`config.mk`:
```
export PLATFORM = sky130hd
export DESIGN_NAME = threshold_result_merger
export DESIGN_NICKNAME = d
export VERILOG_FILES = /design/src/rtl/threshold_pkg.sv /design/src/rtl/threshold_result_merger_fifo.sv /design/src/rtl/threshold_result_merger.sv
export SDC_FILE = /design/constraint.sdc
export NUM_CORES = 1
export LEC_CHECK = 0
export ABC_AREA = 1
export BUFFER_PORTS_ARGS = -buffer_cell sky130_fd_sc_hd__buf_2
export CAP_MARGIN = 15
export CELL_PAD_IN_SITES_DETAIL_PLACEMENT = 0
export CELL_PAD_IN_SITES_GLOBAL_PLACEMENT = 1
export CORE_MARGIN = 4
export CORE_UTILIZATION = 35
export CTS_CLUSTER_DIAMETER = 80
export DETAILED_ROUTE_END_ITERATION = 8
export HOLD_SLACK_MARGIN = 0.02
export MAX_ROUTING_LAYER = met4
export PLACE_DENSITY_LB_ADDON = 0.1
export SLEW_MARGIN = 20
export SYNTH_ARGS = -nofsm -noshare
export SYNTH_HDL_FRONTEND = slang
export SYNTH_SLANG_ARGS = --single-unit
```
`constraint.sdc`:
```
create_clock -name clock -period 3.2 [get_ports clock]
set_input_delay 0.64 -clock clock [delete_from_list [all_inputs] [get_ports clock]]
set_output_delay 0.64 -clock clock [all_outputs]
set_load 0.03 [all_outputs]
```
`src/rtl/threshold_pkg.sv`:
```
// Shared types and helpers for the threshold result merger: FSM states, colour modes,
// the round-robin grant search and the sample-to-colour mapping.
package threshold_pkg;

    typedef enum logic [1:0] {
        IDLE  = 2'd0,
        RUN   = 2'd1,
        DRAIN = 2'd2,
        DONE  = 2'd3
    } state_t;

    localparam int MODE_BINARY = 0;
    localparam int MODE_GREY   = 1;

    // Upper bound on channel count; grant indices and request vectors are sized to it.
    localparam int MAX_CH = 16;

    // First requesting channel at or above ptr, wrapping modulo num_ch (a power of two).
    // Returns ptr when nothing requests; the caller qualifies with |req.
    function automatic logic [3:0] rr_next(input logic [3:0] ptr,
                                           input logic [MAX_CH-1:0] req,
                                           input int num_ch);
        logic [3:0] idx;
        rr_next = ptr;
        for (int i = MAX_CH - 1; i >= 0; i--) begin
            idx = 4'((int'(ptr) + i) & (num_ch - 1));
            if (i < num_ch && req[idx]) begin
                rr_next = idx;
            end
        end
    endfunction

    // Samples up to 16 bits wide; grey mode takes the three most significant sample bits.
    function automatic logic [2:0] map_colour(input logic [15:0] data,
                                              input int data_bits,
                                              input int mode);
        if (mode == MODE_GREY && data_bits >= 3) begin
            map_colour = data[data_bits-1 -: 3];
        end else begin
            map_colour = {3{data[0]}};
        end
    endfunction

endpackage

```
`src/rtl/threshold_result_merger_fifo.sv`:
```
// Generic synchronous FIFO, 2^FIFO_DEPTH_BITS entries, first-word-fall-through read data.
// Latency: pushed word is visible on data the cycle after the push edge.
// Backpressure: full blocks push unless a pop happens on the same edge; pop on empty is ignored.
module result_fifo #(
    parameter int PAYLOAD_BITS    = 24,
    parameter int FIFO_DEPTH_BITS = 2
) (
    input  logic                    clock,
    input  logic                    not_reset,
    input  logic                    push,
    input  logic [PAYLOAD_BITS-1:0] push_dat,
    input  logic                    pop,
    output logic                    full,
    output logic                    empty,
    output logic [PAYLOAD_BITS-1:0] data
);

    localparam int DEPTH = 1 << FIFO_DEPTH_BITS;
    localparam logic [FIFO_DEPTH_BITS:0] FULL_CNT = DEPTH[FIFO_DEPTH_BITS:0];

    logic [PAYLOAD_BITS-1:0]    mem [DEPTH];
    logic [FIFO_DEPTH_BITS-1:0] wr_ptr;
    logic [FIFO_DEPTH_BITS-1:0] rd_ptr;
    logic [FIFO_DEPTH_BITS:0]   count;
    logic                       do_push;
    logic                       do_pop;

    assign full    = (count == FULL_CNT);
    assign empty   = (count == '0);
    assign do_pop  = pop && !empty;
    assign do_push = push && (!full || do_pop);
    assign data    = mem[rd_ptr];

    always_ff @(posedge clock or negedge not_reset) begin
        if (!not_reset) begin
            wr_ptr <= '0;
            rd_ptr <= '0;
            count  <= '0;
        end else begin
            if (do_push) begin
                wr_ptr <= wr_ptr + 1'b1;
            end
            if (do_pop) begin
                rd_ptr <= rd_ptr + 1'b1;
            end
            case ({do_push, do_pop})
                2'b10:   count <= count + 1'b1;
                2'b01:   count <= count - 1'b1;
                default: count <= count;
            endcase
        end
    end

    // Storage needs no reset: count gates every read that matters.
    always_ff @(posedge clock) begin
        if (do_push) begin
            mem[wr_ptr] <= push_dat;
        end
    end

endmodule

```
`src/rtl/threshold_result_merger.sv`:
```
// Merges NUM_CH filter result streams into one framebuffer write port via per-channel FIFOs.
// Latency: 2 cycles push-to-oWren minimum (push edge, then pop/register edge); 1 pixel/cycle max.
// Backpressure: iChReady[k] drops when FIFO k is full or outside RUN; nothing is ever dropped.
module threshold_result_merger
    import threshold_pkg::*;
#(
    parameter int NUM_CH          = 4,
    parameter int WIDTH_BITS      = 8,
    parameter int HEIGHT_BITS     = 8,
    parameter int DATA_BITS       = 8,
    parameter int FIFO_DEPTH_BITS = 2,
    parameter int MODE            = MODE_BINARY
) (
    input  logic                              clock,
    input  logic                              not_reset,
    input  logic                              iStart,
    input  logic [NUM_CH-1:0]                 iChValid,
    output logic [NUM_CH-1:0]                 iChReady,
    input  logic [NUM_CH*WIDTH_BITS-1:0]      iChCol,
    input  logic [NUM_CH*HEIGHT_BITS-1:0]     iChRow,
    input  logic [NUM_CH*DATA_BITS-1:0]       iChData,
    input  logic [NUM_CH-1:0]                 iChDone,
    output logic [WIDTH_BITS-1:0]             oX,
    output logic [HEIGHT_BITS-1:0]            oY,
    output logic [2:0]                        oR,
    output logic [2:0]                        oG,
    output logic [2:0]                        oB,
    output logic                              oWren,
    output logic [WIDTH_BITS+HEIGHT_BITS:0]   oPixelCount,
    output logic                              oBusy,
    output logic                              oDone
);

    localparam int CNT_BITS = WIDTH_BITS + HEIGHT_BITS + 1;

    typedef struct packed {
        logic [WIDTH_BITS-1:0]  col;
        logic [HEIGHT_BITS-1:0] row;
        logic [DATA_BITS-1:0]   data;
    } pix_t;

    localparam int PIX_BITS = $bits(pix_t);

    state_t              state_q;
    state_t              state_d;
    logic [NUM_CH-1:0]   sticky_q;
    logic [NUM_CH-1:0]   sticky_d;
    logic [3:0]          ptr_q;
    logic [3:0]          ptr_d;

    logic [NUM_CH-1:0]   fifo_full;
    logic [NUM_CH-1:0]   fifo_empty;
    logic [NUM_CH-1:0]   push;
    logic [NUM_CH-1:0]   pop;
    pix_t                fifo_dat [NUM_CH];

    logic [MAX_CH-1:0]   req_ext;
    logic [3:0]          grant_idx;
    logic                grant_vld;
    pix_t                win;
    logic [2:0]          colour;
    logic                start_ok;

    assign iChReady = (state_q == RUN) ? ~fifo_full : '0;
    assign push     = iChValid & iChReady;

    for (genvar k = 0; k < NUM_CH; k++) begin : g_ch
        pix_t in_pix;
        assign in_pix = {iChCol[k*WIDTH_BITS +: WIDTH_BITS],
                         iChRow[k*HEIGHT_BITS +: HEIGHT_BITS],
                         iChData[k*DATA_BITS +: DATA_BITS]};

        result_fifo #(
            .PAYLOAD_BITS    (PIX_BITS),
            .FIFO_DEPTH_BITS (FIFO_DEPTH_BITS)
        ) u_fifo (
            .clock     (clock),
            .not_reset (not_reset),
            .push      (push[k]),
            .push_dat  (in_pix),
            .pop       (pop[k]),
            .full      (fifo_full[k]),
            .empty     (fifo_empty[k]),
            .data      (fifo_dat[k])
        );
    end

    always_comb begin
        req_ext = '0;
        req_ext[NUM_CH-1:0] = ~fifo_empty;
    end

    assign grant_vld = |req_ext;
    assign grant_idx = rr_next(ptr_q, req_ext, NUM_CH);
    assign ptr_d     = grant_vld ? 4'((int'(grant_idx) + 1) & (NUM_CH - 1)) : ptr_q;

    always_comb begin
        pop = '0;
        win = fifo_dat[0];
        for (int k = 0; k < NUM_CH; k++) begin
            if (grant_vld && grant_idx == 4'(k)) begin
                pop[k] = 1'b1;
                win    = fifo_dat[k];
            end
        end
    end

    assign colour   = map_colour(16'(win.data), DATA_BITS, MODE);
    assign start_ok = iStart && (state_q == IDLE || state_q == DONE);

    // Done flags accumulate only in RUN; a push landing with the last done flag is still taken.
    always_comb begin
        state_d  = state_q;
        sticky_d = sticky_q;
        case (state_q)
            IDLE, DONE: begin
                if (iStart) begin
                    state_d  = RUN;
                    sticky_d = '0;
                end
            end
            RUN: begin
                sticky_d = sticky_q | iChDone;
                if (&sticky_d) begin
                    state_d = DRAIN;
                end
            end
            DRAIN: begin
                if (&fifo_empty) begin
                    state_d = DONE;
                end
            end
            default: state_d = IDLE;
        endcase
    end

    always_ff @(posedge clock or negedge not_reset) begin
        if (!not_reset) begin
            state_q  <= IDLE;
            sticky_q <= '0;
            ptr_q    <= '0;
        end else begin
            state_q  <= state_d;
            sticky_q <= sticky_d;
            ptr_q    <= ptr_d;
        end
    end

    always_ff @(posedge clock or negedge not_reset) begin
        if (!not_reset) begin
            oX          <= '0;
            oY          <= '0;
            oR          <= '0;
            oG          <= '0;
            oB          <= '0;
            oWren       <= 1'b0;
            oPixelCount <= '0;
        end else begin
            oWren <= grant_vld;
            if (grant_vld) begin
                oX <= win.col;
                oY <= win.row;
                oR <= colour;
                oG <= colour;
                oB <= colour;
            end
            if (start_ok) begin
                oPixelCount <= '0;
            end else if (grant_vld && oPixelCount != '1) begin
                oPixelCount <= oPixelCount + CNT_BITS'(1);
            end
        end
    end

    assign oBusy = (state_q == RUN) || (state_q == DRAIN);
    assign oDone = (state_q == DONE);

endmodule
```
==> results of run 1 <==
==> final timing paths <==
kind                                              to  slack (ns)  cells after the start
setup / recovery             g_ch[1].u_fifo.count[2]        0.38                     18
hold / removal                        oPixelCount[5]        0.08                      1
setup reg to reg             g_ch[1].u_fifo.count[2]        0.38                     18
hold reg to reg             g_ch[1].u_fifo.rd_ptr[1]        0.48                      1
max in group asynchronous   g_ch[0].u_fifo.wr_ptr[1]        2.44                      2
min in group clock         g_ch[3].u_fifo.mem[1][14]        0.31                      1
==> critical path: cells and delay by family, from the launching register on <==
| kind | cells | cell delay, ns |
|---|---|---|
| buffers and inverters | 4 | 0.32 |
| XOR/XNOR | 1 | 0.15 |
| flip-flops | 1 | 0.56 |
| AO/OA/AOI/OAI | 2 | 0.25 |
| AND/OR/NAND/NOR | 9 | 0.88 |
| adder cells (fa/ha/maj) | 2 | 0.52 |
==> kinds of logic after synthesis <==
group | Yosys count | share of synthesized area (%)
simple gates | 479 | 13.7
flops | 343 | 68.1
compound gates | 235 | 9.64
buf+inv | 145 | 4.23
fa+ha+maj | 30 | 2.78
xor+xnor | 24 | 1.49
==> per-stage QoR <==
step	instance area, µm²	total power [µW]
6_report	17300	18800
2_1_floorplan	14600	11700
4_1_cts	17300	19200
3_5_place_dp	15900	14300
3_3_place_gp	15900	14200
5_1_grt	17300	20400
==> report_power, final <==
part           internal, µW  switching (µW)
registers              5660             408
logic                  2440            5490
clock network          3040            1810
total                 11100            7700
==> layout make-up <==
class / count / share of cell area (%)
diodes: 3 / 0.0434
clock buffers: 47 / 6.19
clock inverters: 27 / 1.98
inverters: 78 / 1.69
multi-input cells: 768 / 23.4
flip-flops and latches: 343 / 57.5
well taps: 532 / 3.85
repair buffers: 166 / 5.38
==> state kept, by name (all words and copies together) (netlist names) <==
register and cells:
oY 8, oWren 1, g_ch.u_fifo.mem 272, g_ch.u_fifo.count 12
state_q 2, g_ch.u_fifo.wr_ptr 8, ptr_q 2, oPixelCount 17
sticky_q 4, oR 1, g_ch.u_fifo.rd_ptr 8, oX 8
==> cells in the final DEF (no fill, tap or decap), types with 34 or more instances in the layout <==
master,instances
sky130_fd_sc_hd__edfxtp_1,272
sky130_fd_sc_hd__nand2_1,245
sky130_fd_sc_hd__nor2_1,142
sky130_fd_sc_hd__buf_2,126
sky130_fd_sc_hd__o21ai_0,87
sky130_fd_sc_hd__a21oi_1,73
sky130_fd_sc_hd__dfrtp_1,71
sky130_fd_sc_hd__inv_1,68
sky130_fd_sc_hd__nand3_1,46
sky130_fd_sc_hd__clkbuf_16,42
sky130_fd_sc_hd__buf_4,40
sky130_fd_sc_hd__o22ai_1,34
sky130_fd_sc_hd__a32o_1,34
==> layer usage <==
metal	up-vias	track usage (%)	routed length (µm)
li1	4698	-	-
met1	4670	23.2	17400
met2	168	25.2	16700
met3	47	3.07	1560
met4	0	4.64	730
met5	-	-	0
==> timing repair <==
item                                    4_1_cts  5_1_grt
hold buffers                                  0        0
resized for setup                             0        1
endpoints found under the setup margin        0        1
buffers inserted                              0        0
==> metrics.md, run 1 <==
| Metric | Value |
|---|---|
| Root cell of the clock tree | sky130_fd_sc_hd__clkbuf_16 |
| Peak clock frequency supported by timing | around 350 MHz |
| List of most frequent post-synthesis cells | sky130_fd_sc_hd__edfxtp_1 (272), sky130_fd_sc_hd__nand2_1 (245), sky130_fd_sc_hd__nor2_1 (143) |
| Die outline width | around 210 µm |
| CP peak stage delay | around 0.56 ns |
| Initial Util | 35.6% |
| Total Die Area | approximately 45,000 µm² |
| Gpl congestion | 0.793 |
| Final nets | 1,534 |
| Worst r2r src | ptr_q[0] |
| Dpl cells | between 1,500 and 2,000 |
| Cell area after technology mapping | roughly 15,000 µm² |
| Arrival time at the worst endpoint | 3.24 ns |
| Sink Count | ~340 |
| Share of post-route cells with drive strength above 1 | 17.3% |
| Global routing usage summed across all routing layers | between 10% and 20% |
| Chip Height | 212 µm |
| Run status | finished clean |
| Register area | 9940 µm² |
| Slew at the pin with the worst max-slew slack | 1.05 ns |
| Number of enable-type register cells in the synthesized netlist | between 200 and 300 |
| Clock-pin slew reported for the worst setup and hold paths after clock tree synthesis | approximately 0.06 ns |
| Average wire per cell in the routed design | approximately 19 µm |
| Cell Pwr Density | about 1100 nW/µm² |
| Synth-to-layout area growth | 18.5% |
| Total half-perimeter wirelength after legalization and detailed placement | between 20,000 and 25,000 µm |
| Wire length of the first global-routing pass | 55,800 µm |
| Unique masters post-synth | 37 |
| H-tree depth | 2 |
| Worst setup slack after layout | approximately 0.38 ns |
| Clock period minus final worst setup slack | about 2.8 ns |
| Number of max-slew violations in the final report | 0 |
| Number of optimization iterations in the first detailed-route pass | 5 |
| LEAKAGE | 0.00671 µW |
| Synth Net Count | 1,393 |
| CTS tree | done |
| Worst voltage drop across the vdd grid | between 500 and 600 µV |
| Synthesized area per cell | 11.6 µm² |
| Initial antenna violation count | 3 |
| Max FO, Critical Path | 19 |
| Crit. End Element | register |
| Setup-failing EPs final | 0 |
| Unrepaired setup endpoints after global routing | no |
| Critical-path cell list | inv_2 > nand3_1 > nand3_1 > nand2_1 > inv_1 > nand2_1 > nand2_1 > nand2_1 > nand2_2 > nand2_4 > nand3_2 > inv_1 > ha_1 > inv_1 > fa_1 > a21oi_1 > o21ai_0 > xor2_1 |
| Number of buffers created by CTS | 40 |
| Vias | between 9,000 and 10,000 |
| Setup crit start kind | register |
| Start-to-end type of the worst setup path | reg2reg |
| Sum of overflow across all layers after global routing | 0 |
| Vias in the first global route | 9,312 |
| Final hold vios | 0 |
| Synth area leader | sky130_fd_sc_hd__edfxtp_1 |
| Share of flip-flops with an asynchronous set or reset | about 21% |
| Dominant synthesized flop cell | sky130_fd_sc_hd__edfxtp_1 |
| Fillcell total | between 3,000 and 4,000 |
| Cell count after synthesis | around 1,300 |
| Count of antenna-violating nets left after detailed routing | 0 |
| Number of vias per cell | just under 5 |
| Bufs on Longest Clock Path | 3 |
| Area of the core | 41,000 µm² |
| Data required time at the worst endpoint | 3.61 ns |
| Number of top-level pins | 156 |
| Detailed Route Iter0 Violations | about 490 |
| Final instance count without filler cells | between 1,500 and 2,000 |
| Post-route DRC violation count | 0 |
| I/O Buffers | between 100 and 150 |
| Total area of multi-input combinational cells | roughly 4000 µm² |
| Pin count of the biggest net entering global routing | 37 |
| Pre-CTS worst setup slack | around 0.33 ns |
| Cell at the slowest stage of the critical path | sky130_fd_sc_hd__dfrtp_1 |
| Critical path launch point | ptr_q[0] |
| Top-area cell type share of the netlist area | 56.0% |
| Fin Hold WS | roughly 0.075 ns |
| Cell with the most instances after synthesis | sky130_fd_sc_hd__edfxtp_1 |
| Number of core rows | 74 |
| Maximum Capacitance Violations | 0 |
| Number of warnings reported in the yosys synthesis log | 0 |
| Total detailed-routing wirelength | around 36,000 µm |
| Accumulated negative setup slack | 0 ns |
| Post-route core utilization | a little over two fifths |
| Dominant cell type by count on the critical path | sky130_fd_sc_hd__nand2_1 |
| Class of the most critical hold timing path | in2async |
| Final worst clock skew | around 0.017 ns |
| Part of the Yosys area used for sequential elements | around two thirds |
| Synth Register Bits | about 340 |
| Insertion delay to the later sink of the worst-skew pair | approximately 0.54 ns |
| Post-route clock period utilization | slightly below 90% |
| Top cells by area in the synthesized netlist | sky130_fd_sc_hd__edfxtp_1 (56%), sky130_fd_sc_hd__dfrtp_1 (12%), sky130_fd_sc_hd__nand2_1 (6.3%) |
| Slew HR | between 20% and 30% |
Note: power is estimated with default switching activity, not from simulation.
==> run 2: changes to the inputs <==
--- a/config.mk
+++ b/config.mk
@@ -20,4 +20,5 @@
 export SLEW_MARGIN = 20
 export SYNTH_ARGS = -nofsm -noshare
 export SYNTH_HDL_FRONTEND = slang
+export SYNTH_HIERARCHICAL = 1
 export SYNTH_SLANG_ARGS = --single-unit
==> run 2 against run 1 <==
Against the previous run:
- die area grew 4.7%
- core utilization grew 0.093 points
- sequential power is essentially flat
- global-route usage shrank 0.20 points
- via count grew 6.0%
- cell count grew 12%
- largest power group unchanged
- synthesized area grew 4.8%
- clock power shrank 11%
==> metrics.md, run 2 <==
| Metric | Value |
|---|---|
| Run status | finished clean (unchanged) |
| Bufs and invs on worst path | 8 (was 4) |
| Accumulated negative setup slack | 0 ns (unchanged) |
| Global routing usage summed across all routing layers | 16.4% (was 16.6%) |
| Top cell family by delay on the critical path | simple AND/OR/NAND/NOR gates (unchanged) |
| Number of vias per cell | 4.63 (was 4.88) |
| Worst setup slack after layout | 0.268 ns (was 0.376 ns) |
| Setup-failing EPs final | 0 (unchanged) |
| Count of antenna-violating nets left after detailed routing | 0 (unchanged) |
| LEAKAGE | 0.00718 µW (was 0.00671 µW) |
| Detailed Route Iter0 Violations | 782 (was 485) |
| Leading cell types in the layout, fill and taps excluded | sky130_fd_sc_hd__edfxtp_1 (272), sky130_fd_sc_hd__nor2_1 (248), sky130_fd_sc_hd__o21ai_1 (210) (was sky130_fd_sc_hd__edfxtp_1 (272), sky130_fd_sc_hd__nand2_1 (245), sky130_fd_sc_hd__nor2_1 (142)) |
| Worst path depth | 24 (was 18) |
| Root cell of the clock tree | sky130_fd_sc_hd__clkbuf_16 (unchanged) |
| Number of core rows | 76 (was 74) |
| Final nets | 1,721 (was 1,534) |
| Average wire per cell in the routed design | 17.3 µm (was 18.6 µm) |
| Total half-perimeter wirelength after legalization and detailed placement | 24,800 µm (was 23,700 µm) |
| Portion of total power attributed to combinational logic | 46.4% (was 42.1%) |
| Leading cell type in the layout, fill and taps excluded | sky130_fd_sc_hd__edfxtp_1 (unchanged) |
| Top flop regs | g_ch.u_fifo/mem: 272 flops, oPixelCount: 17 flops, g_ch.u_fifo/count: 12 flops (was g_ch.u_fifo.mem: 272 flops, oPixelCount: 17 flops, g_ch.u_fifo.count: 12 flops) |
| Post-route clock period utilization | 91.6% (was 88.2%) |
| Slew at the pin with the worst max-slew slack | 0.740 ns (was 1.05 ns) |
| Cell count after synthesis | 1,427 (was 1,256) |
| Max FO, Critical Path | 17 (was 19) |
| Largest register FFs | 272 (unchanged) |
| Maximum Capacitance Violations | 0 (unchanged) |
| Crit. End Element | register (unchanged) |
| Insertion delay to the later sink of the worst-skew pair | 0.55 ns (was 0.54 ns) |
| Pre-CTS worst setup slack | -0.0691 ns (was 0.329 ns) |
| Cell Pwr Density | 1070 nW/µm² (was 1090 nW/µm²) |
| Chip Height | 217 µm (was 212 µm) |
| Gpl congestion | 0.799 (was 0.793) |
| Clock period minus final worst setup slack | 2.93 ns (was 2.82 ns) |
| Sink Count | 343 (unchanged) |
| Setup crit start kind | register (unchanged) |
| Peak clock frequency supported by timing | 341 MHz (was 354 MHz) |
| I/O Buffers | 127 (unchanged) |
| Die outline width | 217 µm (was 212 µm) |
| Register with the most flip-flops | g_ch.u_fifo/mem (was g_ch.u_fifo.mem) |
| Sequential fraction of design power | 31.4% (was 32.2%) |
| Worst reg2reg path depth | 24 (was 18) |
| Share of post-route cells with drive strength above 1 | 21.9% (was 17.3%) |
| Number of max-slew violations in the final report | 0 (unchanged) |
| Total area of multi-input combinational cells | 4550 µm² (was 4040 µm²) |
| CP peak stage delay | 0.42 ns (was 0.56 ns) |
| Synthesized area per cell | 10.7 µm² (was 11.6 µm²) |
| Data required time at the worst endpoint | 3.45 ns (was 3.61 ns) |
| Final hold vios | 0 (unchanged) |
| Vias | 10,160 (was 9,583) |
| Synth Net Count | 1,568 (was 1,393) |
| Fillcell total | 4,195 (was 3,888) |
| Wire length of the first global-routing pass | 58,200 µm (was 55,800 µm) |
| Total Die Area | 47,100 µm² (was 45,000 µm²) |
| Initial antenna violation count | 1 (was 3) |
| Vias in the first global route | 9,961 (was 9,312) |
| CTS tree | done (unchanged) |
| Total detailed-routing wirelength | 38,000 µm (was 36,500 µm) |
| Register area | 9940 µm² (unchanged) |
| Number of top-level pins | 156 (unchanged) |
| Worst voltage drop across the vdd grid | 413 µV (was 502 µV) |
| Relative contribution of the clock network to total power | 22.2% (was 25.7%) |
| Worst hold path cell count | 1 |
| Synth-to-layout area growth | 19.2% (was 18.5%) |
| H-tree depth | 2 (unchanged) |
| Area of the core | 43,200 µm² (was 41,000 µm²) |
| Pin count of the biggest net entering global routing | 61 (was 37) |
| Cell at the slowest stage of the critical path | sky130_fd_sc_hd__dfrtp_1 (unchanged) |
| Final worst clock skew | 0.0128 ns (was 0.0171 ns) |
| Number of buffers created by CTS | 40 (unchanged) |
| Class of the most critical hold timing path | in2reg (was in2async) |
| Overall power of the completed layout | 19,500 µW (was 18,800 µW) |
| Switching power share of the total | 41.9% (was 40.9%) |
| Start-to-end type of the worst setup path | reg2reg (unchanged) |
| Int Power | 11,300 µW (was 11,100 µW) |
| Critical-path cell list | nor2_2 > nand2_2 > inv_2 > inv_1 > nand2_1 > nand2_1 > nand2_1 > nand2_1 > nand3_1 > nand2_1 > nand2_1 > nand2_1 > nand2_2 > buf_4 > ha_2 > nand2_4 > inv_1 > inv_1 > nand3_2 > nand2_2 > buf_4 > buf_4 > nor2_2 > buf_12 (was inv_2 > nand3_1 > nand3_1 > nand2_1 > inv_1 > nand2_1 > nand2_1 > nand2_1 > nand2_2 > nand2_4 > nand3_2 > inv_1 > ha_1 > inv_1 > fa_1 > a21oi_1 > o21ai_0 > xor2_1) |
| Slew HR | 50.6% (was 29.4%) |
| Post-route DRC violation count | 0 (unchanged) |
| Sw power | 8150 µW (was 7700 µW) |
| Arrival time at the worst endpoint | 3.18 ns (was 3.24 ns) |
| Dominant cell type by count on the critical path | sky130_fd_sc_hd__nand2_1 (unchanged) |
| Bufs on Longest Clock Path | 3 (unchanged) |
| Number of warnings reported in the yosys synthesis log | 6 (was 0) |
| Clock-pin slew reported for the worst setup and hold paths after clock tree synthesis | 0.06 ns (about the same) |
| Initial Util | 35.4% (was 35.6%) |
| Number of optimization iterations in the first detailed-route pass | 5 (unchanged) |
| Sum of overflow across all layers after global routing | 0 (unchanged) |
| Post-route core utilization | 42.2% (about the same) |
| Cell area after technology mapping | 15,300 µm² (was 14,600 µm²) |
[run 2: changes by cell type in the layout (fill, tap and decap cells not counted), sizes merged, moves of 16 or more]
cell / delta
nand2: -59
inv: +36
nor2: +120
buf: +32
o21ai: +136
xor2: -16
a32o: -34
o211ai: +16
o22ai: -34
a21oi: -32
[run 2: final cells by class]
type,count,share of cell area (%)
tap,585,4.01
sequential,343,54.5
multi-input combinational,885,24.9
inverter,111,2.30
clock inverter,18,0.906
clock buffer,51,5.89
antenna,1,0.0137
timing repair buffer,199,7.44
[run 2: what timing repair did]
action	CTS	global route
gates resized for setup	3	45
hold buffers	1	0
pin swaps	0	12
buffers inserted	0	9
setup endpoints to repair	44	282
endpoints found under the hold margin	11	0
[run 2: power groups by stage]
stage | clock (µW) | sequential (µW) | combinational [µW]
floorplan | 0 | 6310 | 5830
global placement | 0 | 6170 | 8730
detailed placement | 0 | 6170 | 8790
CTS | 4470 | 6090 | 8820
global route | 4650 | 6180 | 10100
finish | 4330 | 6100 | 9030
[run 2: worst register-to-register path: cells and delay by family, from the launching register on]
family / cells / cell delay (ns)
and+or+nand+nor: 15 / 1.17
buffers and inverters: 8 / 0.87
adders and majority gates: 1 / 0.18
DFF: 1 / 0.42
[run 2: metal layers]
layer	GRT usage (%)	wire, µm	vias to the layer above
met3	2.46	1350	46
met2	26.0	17900	170
li1	-	-	5168
met4	5.45	992	0
met1	21.9	17700	4776
met5	-	0	-
[run 2: worst paths after layout]
check	from	endpoint	slack, ns
min in group asynchronous	not_reset	g_ch[1].u_fifo/count[0]	0.48
hold reg to reg	sticky_q[3]	sticky_q[3]	0.49
setup / recovery	g_ch[0].u_fifo/count[1]	g_ch[2].u_fifo/mem[3][9]	0.27
max in group asynchronous	not_reset	oY[0]	2.06
hold / removal	iChRow[13]	g_ch[1].u_fifo/mem[2][13]	0.31
setup reg to reg	g_ch[0].u_fifo/count[1]	g_ch[2].u_fifo/mem[3][9]	0.27
[run 2: per-stage QoR]
stage / hold WS (ns) / std cells / cell area [µm²]
2_1_floorplan: 0.344 / 1427 / 15300
3_5_place_dp: 0.475 / 2113 / 16800
6_report: 0.310 / 2193 / 18200
3_3_place_gp: 0.471 / 2113 / 16800
4_1_cts: 0.278 / 2183 / 18000
5_1_grt: 0.293 / 2193 / 18200
